## src/rtl/word_serializer.sv

```systemverilog
// Wide-to-narrow serializer: one IN_W-bit word in, IN_W/OUT_W OUT_W-bit slices out,
// valid/ready on both sides, last-slice marker and synchronous flush.
module word_serializer #(
  parameter int unsigned IN_W      = 32,
  parameter int unsigned OUT_W     = 8,
  parameter bit          MSB_FIRST = 1'b0,
  localparam int unsigned N        = IN_W / OUT_W,
  localparam int unsigned CW       = (N > 2) ? $clog2(N) : 1
) (
  input  logic             CLK_0,
  input  logic             RST,
  input  logic             flush,
  input  logic [IN_W-1:0]  in_data,
  input  logic             in_valid,
  output logic             in_ready,
  output logic [OUT_W-1:0] out_data,
  output logic             out_valid,
  input  logic             out_ready,
  output logic             out_last,
  output logic [CW-1:0]    slice_idx
);

  if ((IN_W % OUT_W) != 0 || N < 2) begin : g_bad_params
    $error("word_serializer: IN_W must be a multiple of OUT_W with at least 2 slices");
  end

  typedef enum logic {IDLE, SEND} state_t;

  state_t            state;
  logic [IN_W-1:0]   shreg;
  logic [IN_W-1:0]   shreg_next_slice;
  logic              in_accept;
  logic              out_accept;

  // Presented slice and advance direction both come from the held register only.
  if (MSB_FIRST) begin : g_msb
    assign out_data         = shreg[IN_W-1 -: OUT_W];
    assign shreg_next_slice = shreg << OUT_W;
  end else begin : g_lsb
    assign out_data         = shreg[OUT_W-1:0];
    assign shreg_next_slice = shreg >> OUT_W;
  end

  // A new word can land while idle, or in the same cycle the last slice leaves.
  assign in_ready   = !flush && ((state == IDLE) || (state == SEND && out_last && out_ready));
  assign in_accept  = in_valid && in_ready;
  assign out_accept = out_valid && out_ready;

  always_ff @(posedge CLK_0 or posedge RST) begin
    if (RST) begin
      state     <= IDLE;
      shreg     <= '0;
      slice_idx <= '0;
      out_valid <= 1'b0;
      out_last  <= 1'b0;
    end else if (flush) begin
      state     <= IDLE;
      slice_idx <= '0;
      out_valid <= 1'b0;
      out_last  <= 1'b0;
    end else if (in_accept) begin
      state     <= SEND;
      shreg     <= in_data;
      slice_idx <= '0;
      out_valid <= 1'b1;
      out_last  <= 1'b0;
    end else if (out_accept) begin
      if (out_last) begin
        state     <= IDLE;
        out_valid <= 1'b0;
        out_last  <= 1'b0;
      end else begin
        shreg     <= shreg_next_slice;
        slice_idx <= slice_idx + CW'(1);
        out_last  <= (slice_idx == CW'(N - 2));
      end
    end
  end

endmodule

```

## config.mk

```make
export PLATFORM = sky130hd
export DESIGN_NAME = word_serializer
export DESIGN_NICKNAME = d
export VERILOG_FILES = /design/src/rtl/word_serializer.sv
export SDC_FILE = /design/constraint.sdc
export NUM_CORES = 1
export LEC_CHECK = 0
export ABC_AREA = 1
export CAP_MARGIN = 20
export CORE_MARGIN = 3
export CORE_UTILIZATION = 40
export DETAILED_ROUTE_END_ITERATION = 16
export PLACE_DENSITY = 0.67
export SLEW_MARGIN = 20
export SYNTH_ARGS = -nofsm -noshare
export SYNTH_HDL_FRONTEND = slang
export SYNTH_SLANG_ARGS = --single-unit
export TNS_END_PERCENT = 100
```

## constraint.sdc

```tcl
create_clock -name CLK_0 -period 3.38 [get_ports CLK_0]
set_input_delay 0.338 -clock CLK_0 [delete_from_list [all_inputs] [get_ports CLK_0]]
set_output_delay 0.338 -clock CLK_0 [all_outputs]
set_load 0.005 [all_outputs]
```

Yosys cells after proc, flatten, opt, wreduce, memory -nomap -nowiden
Cells that the tools add are included.
{"block": "word_totals", "ff_bits": 36, "latchBits": 0, "ramBits": 0, "romBits": 0, "input_bits": 37, "out_inout_bits": 13, "elab_cells": 38, "mem_count": 0}
{"block": "classes", "n_addsub": 1, "multipliers": 0, "div": 0, "n_lt_le_gt_ge": 0, "n_eq_ne": 3, "shift": 0, "n_mux": 15, "bitwise": 2, "n_reduce_logical": 13}
{"op": "2-to-1 mux 32 bit", "n": 3}
{"op": "2-to-1 mux 1 bit", "n": 8}
{"op": "2-to-1 mux 2 bit", "n": 4}
{"op": "nonzero test 3 bit", "n": 2}
{"op": "logical AND 1 bit", "n": 5}
{"op": "AND reduction 2 bit", "n": 2}
{"op": "!= test 3 x 2 -> 1 bit, second input constant", "n": 1}
{"op": "AND reduction 3 bit", "n": 1}
{"op": "adder 2 x 1 -> 2 bit, second input constant", "n": 1}
{"op": "== test 2 bit, second input constant", "n": 1}
{"op": "!= test 2 x 1 -> 1 bit, second input constant", "n": 1}
{"op": "inverter 1 bit", "n": 2}
{"op": "nonzero test 2 bit", "n": 1}
{"op": "zero test 1 bit", "n": 1}
{"op": "logical OR 1 bit", "n": 1}

Longest topological paths before layout
Gate-level depths: netlist (run 1).
{"block": "logic_depth", "word_depth": 7, "mapped_depth": 8, "ltp_nobuf": 7}

Worst setup path before layout (run 1)
No wires, ideal clock.
{"block": "synth_path", "path_type": "register -> register", "start": "register out_last", "end": "register shreg[0]", "setup_time_ns": 0.117, "arrival_time_ns": 1.095, "t_required_ns": 3.263, "slack_ns": 2.169, "path_stages_with_launch": 8, "path_buffers": 2, "synth_period_minus_slack_ns": 1.211, "cell_sequence": "dfrtp_1 > nand2_2 > nand2_4 > nand3_2 > buf_4 > buf_4 > nand3_1 > nand2_1"}
{"block": "synth_between", "elab_chain_len": 7, "elab_cells_between_ends": 9, "cone_classes": "eq/ne (1); mux (1); reduce/logical (7)"}
{"item": "start, declared", "line_no": "19", "source": "output logic out_last,"}
{"item": "start signal, assigned", "line_no": "75", "source": "out_last <= (slice_idx == CW'(N - 2));"}
{"item": "logical AND 1 bit (2 in series)", "line_no": "45", "source": "assign in_ready = !flush && ((state == IDLE) || (state == SEND && out_last && out_ready));"}
{"item": "logical OR 1 bit", "line_no": "45"}
{"item": "logical AND 1 bit", "line_no": "45"}
{"item": "logical AND 1 bit", "line_no": "46", "source": "assign in_accept = in_valid && in_ready;"}
{"item": "!= test 2 x 1 -> 1 bit (no line) or nonzero test 2 bit (tied branches)"}
{"item": "AND reduction 3 bit (no line)"}
{"item": "end signal, assigned", "line_no": "63", "source": "shreg <= in_data;"}
{"item": "end signal, assigned", "line_no": "73", "source": "shreg <= shreg_next_slice;"}
{"item": "end, declared", "line_no": "30", "source": "logic [IN_W-1:0] shreg;"}
Several ways; a longest one is shown, not always the timed one.
A chain may end at the register's enable or synchronous reset.

Final worst setup path (run 1)
{"block": "layout_path", "start": "input port out_ready", "end": "output port in_ready"}
{"block": "layout_between", "elab_chain_len": 3}
{"item": "start, declared", "line_no": "18", "source": "input logic out_ready,"}
{"item": "logical AND 1 bit", "line_no": "45"}
{"item": "logical OR 1 bit", "line_no": "45"}
{"item": "logical AND 1 bit", "line_no": "45"}
{"item": "end, declared", "line_no": "15", "source": "output logic in_ready,"}
No other way between the ends.

==> results.sh, run 1 <==
export IMPL_outcome="completed"
export IMPL_rr_worst_depth=6
export IMPL_synth_ff_type="dfrtp_1"
export IMPL_fin_crit_ps=2200
export IMPL_final_seq_area_um2=901
export IMPL_firstDrtPassIters=4
export IMPL_nets=360
export IMPL_clock_sinks=36
export IMPL_post_cts_buffers=0
export IMPL_slowest_delay_ps=580
export IMPL_wire_per_inst_um=12.1
export IMPL_synth_top_cell_area_share_pct=43.0
export IMPL_slew_violations=0
export IMPL_finalSetupViolCount=0
export IMPL_synth_top_area_cell="dfrtp_1"
export IMPL_die_area_um2=6140
export IMPL_clock_latency_ps=290
export IMPL_die_w_um=78.4
export IMPL_reg2reg_to="shreg[5]"
export IMPL_fin_hold_ws_ps=446
export IMPL_worst_slew_pin_slew_ps=661
export IMPL_core_rowCount=25
export IMPL_cp_common_cell="clkdlybuf4s50_1"
export IMPL_routed_wl_um=4710
export IMPL_numPortBuffers=49
export IMPL_synth_common_cells="nand2_1, nand3_1, dfrtp_1, inv_1, nand4_1"
export IMPL_relSlewSlack_pct=55.9
export IMPL_cts_buffers=5
export IMPL_finClkSkew_ps=2.12
export IMPL_synth_edf_count=0
export IMPL_ys_ff_latch=36
export IMPL_core_um2=4880
export IMPL_grt_setup_unrepaired="no"
export IMPL_gp_congestion=0.784
export IMPL_cts_clk_slew_worst_paths_ps=70
export IMPL_syn_inst=290
export IMPL_antennaDiodeCount=0
export IMPL_multiInputGateArea_um2=892
export IMPL_drive_gt1_share_pct=5.57
export IMPL_area_growth_pct=25.7
export IMPL_synthesis_area_um2=2100
export IMPL_worstPathArrival_ps=1860
export IMPL_crit_chain="clkdlybuf4s50_1 > nand2_2 > a21oi_2 > clkdlybuf4s50_1"
export IMPL_dpl_hpwl_um=3040
export IMPL_synth_most_common_cell="nand2_1"
export IMPL_drc=0
export IMPL_grt_pass1_vias=1814
export IMPL_fill_cells=505
export IMPL_met2_length_um=2030
export IMPL_vias_per_cell=4.84
export IMPL_design_portCount=50
export IMPL_max_freq_mhz=454
export IMPL_worstSetupPathType="in2out"
export IMPL_ff2ff_setup_slack_ps=1430
export IMPL_cp_required_ps=3040
export IMPL_power_density_nw_per_um2=420
export IMPL_grt_max_degree=42
export IMPL_setup_tns_ps=0
export IMPL_grt_remaining_overflow=0
export IMPL_cts_hold_buffers=0
export IMPL_yosysWarnings=0
export IMPL_fin_area_um2=2640
export IMPL_ant_nets=0
export IMPL_crit_family="buffers and inverters"
export IMPL_clockBufferDepth=2
export IMPL_die_h_um=78.4
export IMPL_hold_class="in2async"
export IMPL_maxUsedRoutingLayer="met4"
export IMPL_critPathSlowestCell="clkdlybuf4s50_1"
export IMPL_r2r_start="state"
export IMPL_grt_pass1_wl_um=8280
export IMPL_synthesis_nets=328
export IMPL_maxCapViolCount=0
export IMPL_synth_cell_types=18
export IMPL_finalHoldViolCount=0
export IMPL_dr_wl_met3_um=273
export IMPL_vias=1888
export IMPL_start_util_pct=42.9
export IMPL_syn_area_per_cell_um2=7.23
export IMPL_dpl_instance_area_um2=2540
export IMPL_met1_length_um=2320
export IMPL_cts_resized=0
export IMPL_fin_crit_sh_pct=65.1
export IMPL_synthArstFlopShare_pct=100
export IMPL_grtUsageTotal_pct=16.9
export IMPL_worst_setup_path_start_kind="input port"
export IMPL_antenna_found_initial=0
export IMPL_synth_area_leaders="dfrtp_1, nand2_1, nand3_1, nand4_1, inv_1"
export IMPL_ys_seq_area_share_pct=43.0
export IMPL_drt_iter0_drc=148
export IMPL_cts_tree="yes"
export IMPL_path_max_fanout=9
export IMPL_cp_num_buf_inv=2
export IMPL_setup_worst_path_end_class="output pin"
export IMPL_p_leak_nw=1.40
export IMPL_vdd_drop_max_uv=177
export IMPL_root_buffer="clkbuf_8"
export IMPL_cts_htree_levels=2
[layout make-up]
class	instances	share of cell area, %
Inverter	34	4.84
Multi-Input combinational cell	191	33.9
Tap cell	67	3.18
Sequential cell	36	34.2
Timing Repair Buffer	54	20.5
Clock buffer	8	3.42
[sequential cells by signal, summed over array words and instances (netlist names)]
| register | count |
|---|---|
| shreg | 32 |
| slice_idx | 2 |
| out_last | 1 |
| state | 1 |
[layout by cell type (no fill, tap or decap), types with 2 or more instances in the layout]
cell type / instances
nand3_1: 64
nand2_1: 93
nand4_1: 24
inv_1: 32
inv_2: 2
a21oi_1: 2
clkbuf_8: 6
dfrtp_1: 36
clkbuf_1: 2
buf_4: 4
clkdlybuf4s50_1: 49
nor2_1: 2
[metal layers]
metal / GRT usage, % / up-vias
met5: 0 / -
met4: 7.52 / 0
met3: 3.78 / 7
met2: 25.6 / 52
met1: 23.1 / 835
li1: - / 994
[power by group]
group | total, W | switching, W | internal [W]
Combinational | 0.000250 | 0.000121 | 0.000129
Clock | 0.000317 | 0.000151 | 0.000166
Sequential | 0.000541 | 0.0000387 | 0.000502
[cell families after synthesis]
family	count (synthesis)	share of synthesized area, %
buffers and inverters	63	14.4
adders and majority gates	1	0.597
AOI/OAI and AO/OA	3	0.896
and+or+nand+nor	187	41.1
DFF	36	43.0
[stage by stage]
step | worst slack (ps) | cells | utilization, % | total power [W]
after floorplan | 2170 | 290 | - | 0.000709
after detailed placement | 1060 | 382 | 52.2 | 0.000801
after CTS | 1160 | 390 | 54.0 | 0.00112
after global placement | 1100 | 382 | 52.2 | 0.000794
after global routing | 1070 | 390 | 54.0 | 0.00118
final | 1180 | 390 | 54.0 | 0.00111
[worst max-delay path by stage]
stage,from,to,slack (ps),cells after the start
after floorplan,out_last,shreg[0],2170,7
after global placement,out_ready,shreg[12],1100,7
after detailed placement,out_ready,shreg[5],1060,7
after CTS,out_ready,in_ready,1160,4
after global routing,out_ready,in_ready,1070,4
final,out_ready,in_ready,1180,4
Power figures use the tool's default switching activity.
==> inputs of run 2 (changes only) <==
- PLACE_DENSITY: 0.67 -> 0.69
- clock period: 3.38 -> 1.9 ns (I/O delays scaled with it)
==> run 2 against run 1 <==
Clock power increased by 55%. Critical path depth is 1 lower. Clock skew increased by 3.3 ps. Largest cell class unchanged.
==> results.sh, run 2 (synthesized netlist as in run 1, its figures left out) <==
export IMPL_clock_latency_ps=290
export IMPL_grt_max_degree=57
export IMPL_final_cell_mix="nand2_1, nand3_1, clkdlybuf4s50_1"
export IMPL_cts_clk_slew_worst_paths_ps=70
export IMPL_finClkSkew_ps=5.42
export IMPL_gp_congestion=0.754
export IMPL_die_h_um=78.4
export IMPL_ant_nets=0
export IMPL_power_density_nw_per_um2=715
export IMPL_worst_slew_pin_slew_ps=460
export IMPL_post_cts_buffers=0
export IMPL_clockBufferDepth=2
export IMPL_top_register="shreg"
export IMPL_vias_per_cell=4.82
export IMPL_top_regs="shreg x32, slice_idx x2"
export IMPL_switchingPower_w=0.000536
export IMPL_relSlewSlack_pct=69.4
export IMPL_die_area_um2=6140
export IMPL_fin_crit_ps=1740
export IMPL_design_portCount=50
export IMPL_fin_area_um2=2670
export IMPL_hold_class="in2async"
export IMPL_cts_htree_levels=2
export IMPL_grtUsageTotal_pct=16.2
export IMPL_worstPathArrival_ps=1550
export IMPL_routed_wl_um=4790
export IMPL_finalHoldViolCount=0
export IMPL_grt_remaining_overflow=0
export IMPL_path_max_fanout=5
export IMPL_clock_sinks=36
export IMPL_root_buffer="clkbuf_8"
export IMPL_vias=1898
export IMPL_antenna_found_initial=0
export IMPL_wire_per_inst_um=12.2
export IMPL_worst_setup_path_start_kind="flop"
export IMPL_core_um2=4880
export IMPL_numPortBuffers=49
export IMPL_core_rowCount=25
export IMPL_fin_crit_sh_pct=91.7
export IMPL_final_common_cell="nand2_1"
export IMPL_switching_share_pct=28.1
export IMPL_cts_buffers=5
export IMPL_max_freq_mhz=574
export IMPL_grt_setup_unrepaired="no"
export IMPL_dpl_instance_area_um2=2600
export IMPL_finalSetupViolCount=0
export IMPL_worstSetupPathType="reg2out"
export IMPL_slew_violations=0
export IMPL_antennaDiodeCount=0
export IMPL_drc=0
export IMPL_firstDrtPassIters=4
export IMPL_pwr_share_comb_pct=24.0
export IMPL_vdd_drop_max_uv=392
export IMPL_setup_tns_ps=0
export IMPL_grt_pass1_wl_um=8090
export IMPL_cts_tree="yes"
export IMPL_cts_hold_buffers=0
export IMPL_maxCapViolCount=0
export IMPL_p_leak_nw=1.42
export IMPL_largest_reg_flops=32
export IMPL_dpl_hpwl_um=3180
export IMPL_seq_power_share_pct=50.2
export IMPL_fill_cells=508
export IMPL_area_growth_pct=27.2
export IMPL_grt_pass1_vias=1785
export IMPL_clkPwrFrac_pct=25.8
export IMPL_p_int_w=0.00137
export IMPL_start_util_pct=42.9
export IMPL_die_w_um=78.4
export IMPL_cts_resized=0
export IMPL_setup_worst_path_end_class="output pin"
export IMPL_drive_gt1_share_pct=7.34
export IMPL_nets=367
export IMPL_cp_required_ps=1710
export IMPL_outcome="completed"
export IMPL_drt_iter0_drc=91
[run 2: cell types whose count changed in the layout (fill, tap and decap cells not counted), sizes merged]
cell,delta
clkbuf,-3
buf,+7
[run 2: final timing paths]
check | to | cells after the start | from | slack [ps]
max in group asynchronous | shreg[20] | 3 | RST | 1250
min | shreg[5] | 3 | RST | 320
min in group CLK_0 | shreg[31] | 3 | in_data[31] | 450
max | in_ready | 3 | out_last | 160
min reg2reg | shreg[28] | 2 | shreg[28] | 500
max reg2reg | shreg[23] | 6 | state | 500
[run 2: final cells by class]
| type | instances | area [um2] | share of cell area (%) |
|---|---|---|---|
| clock buffers | 5 | 68.8 | 2.58 |
| flip-flops and latches | 36 | 901 | 33.8 |
| multi-input cells | 191 | 892 | 33.5 |
| repair buffers | 61 | 593 | 22.2 |
| inverters | 34 | 128 | 4.79 |
| well taps | 67 | 83.8 | 3.14 |
[run 2: power groups by stage]
stage / Combinational, W / Sequential [W] / Clock (W)
2_1_floorplan: 0.000303 / 0.000959 / 0
3_3_place_gp: 0.000454 / 0.000969 / 0
3_5_place_dp: 0.000461 / 0.000973 / 0
4_1_cts: 0.000464 / 0.000958 / 0.000509
5_1_grt: 0.000519 / 0.000974 / 0.000541
6_report: 0.000457 / 0.000957 / 0.000491
[run 2: worst max-delay path, cell delays in order, from the launching register on]
cell and delay [ps]:
dfrtp_1 430, nand2_2 110, a21oi_2 190, clkdlybuf4s50_1 540
[run 2: per-stage QoR]
step	std cells	util [%]	worst slack, ps	total power, W	hold WS [ps]
after global routing	394	54.6	69.9	0.00203	367
after detailed placement	389	53.2	204	0.00143	488
after global placement	389	53.2	189	0.00142	485
final	394	54.6	159	0.00191	315
after floorplan	290	-	689	0.00126	253
after CTS	394	54.6	133	0.00193	333
[run 2: per-layer routing]
metal  GRT usage [%]  routed length [um]  share of wire [%]  vias up
met4            5.24                  54                1.1        0
met2            26.0                2210                 46       44
met5               0                   0                  0        -
li1                -                   -                  -     1002
met3            3.21                 246                5.1        5
met1            21.9                2280                 48      847
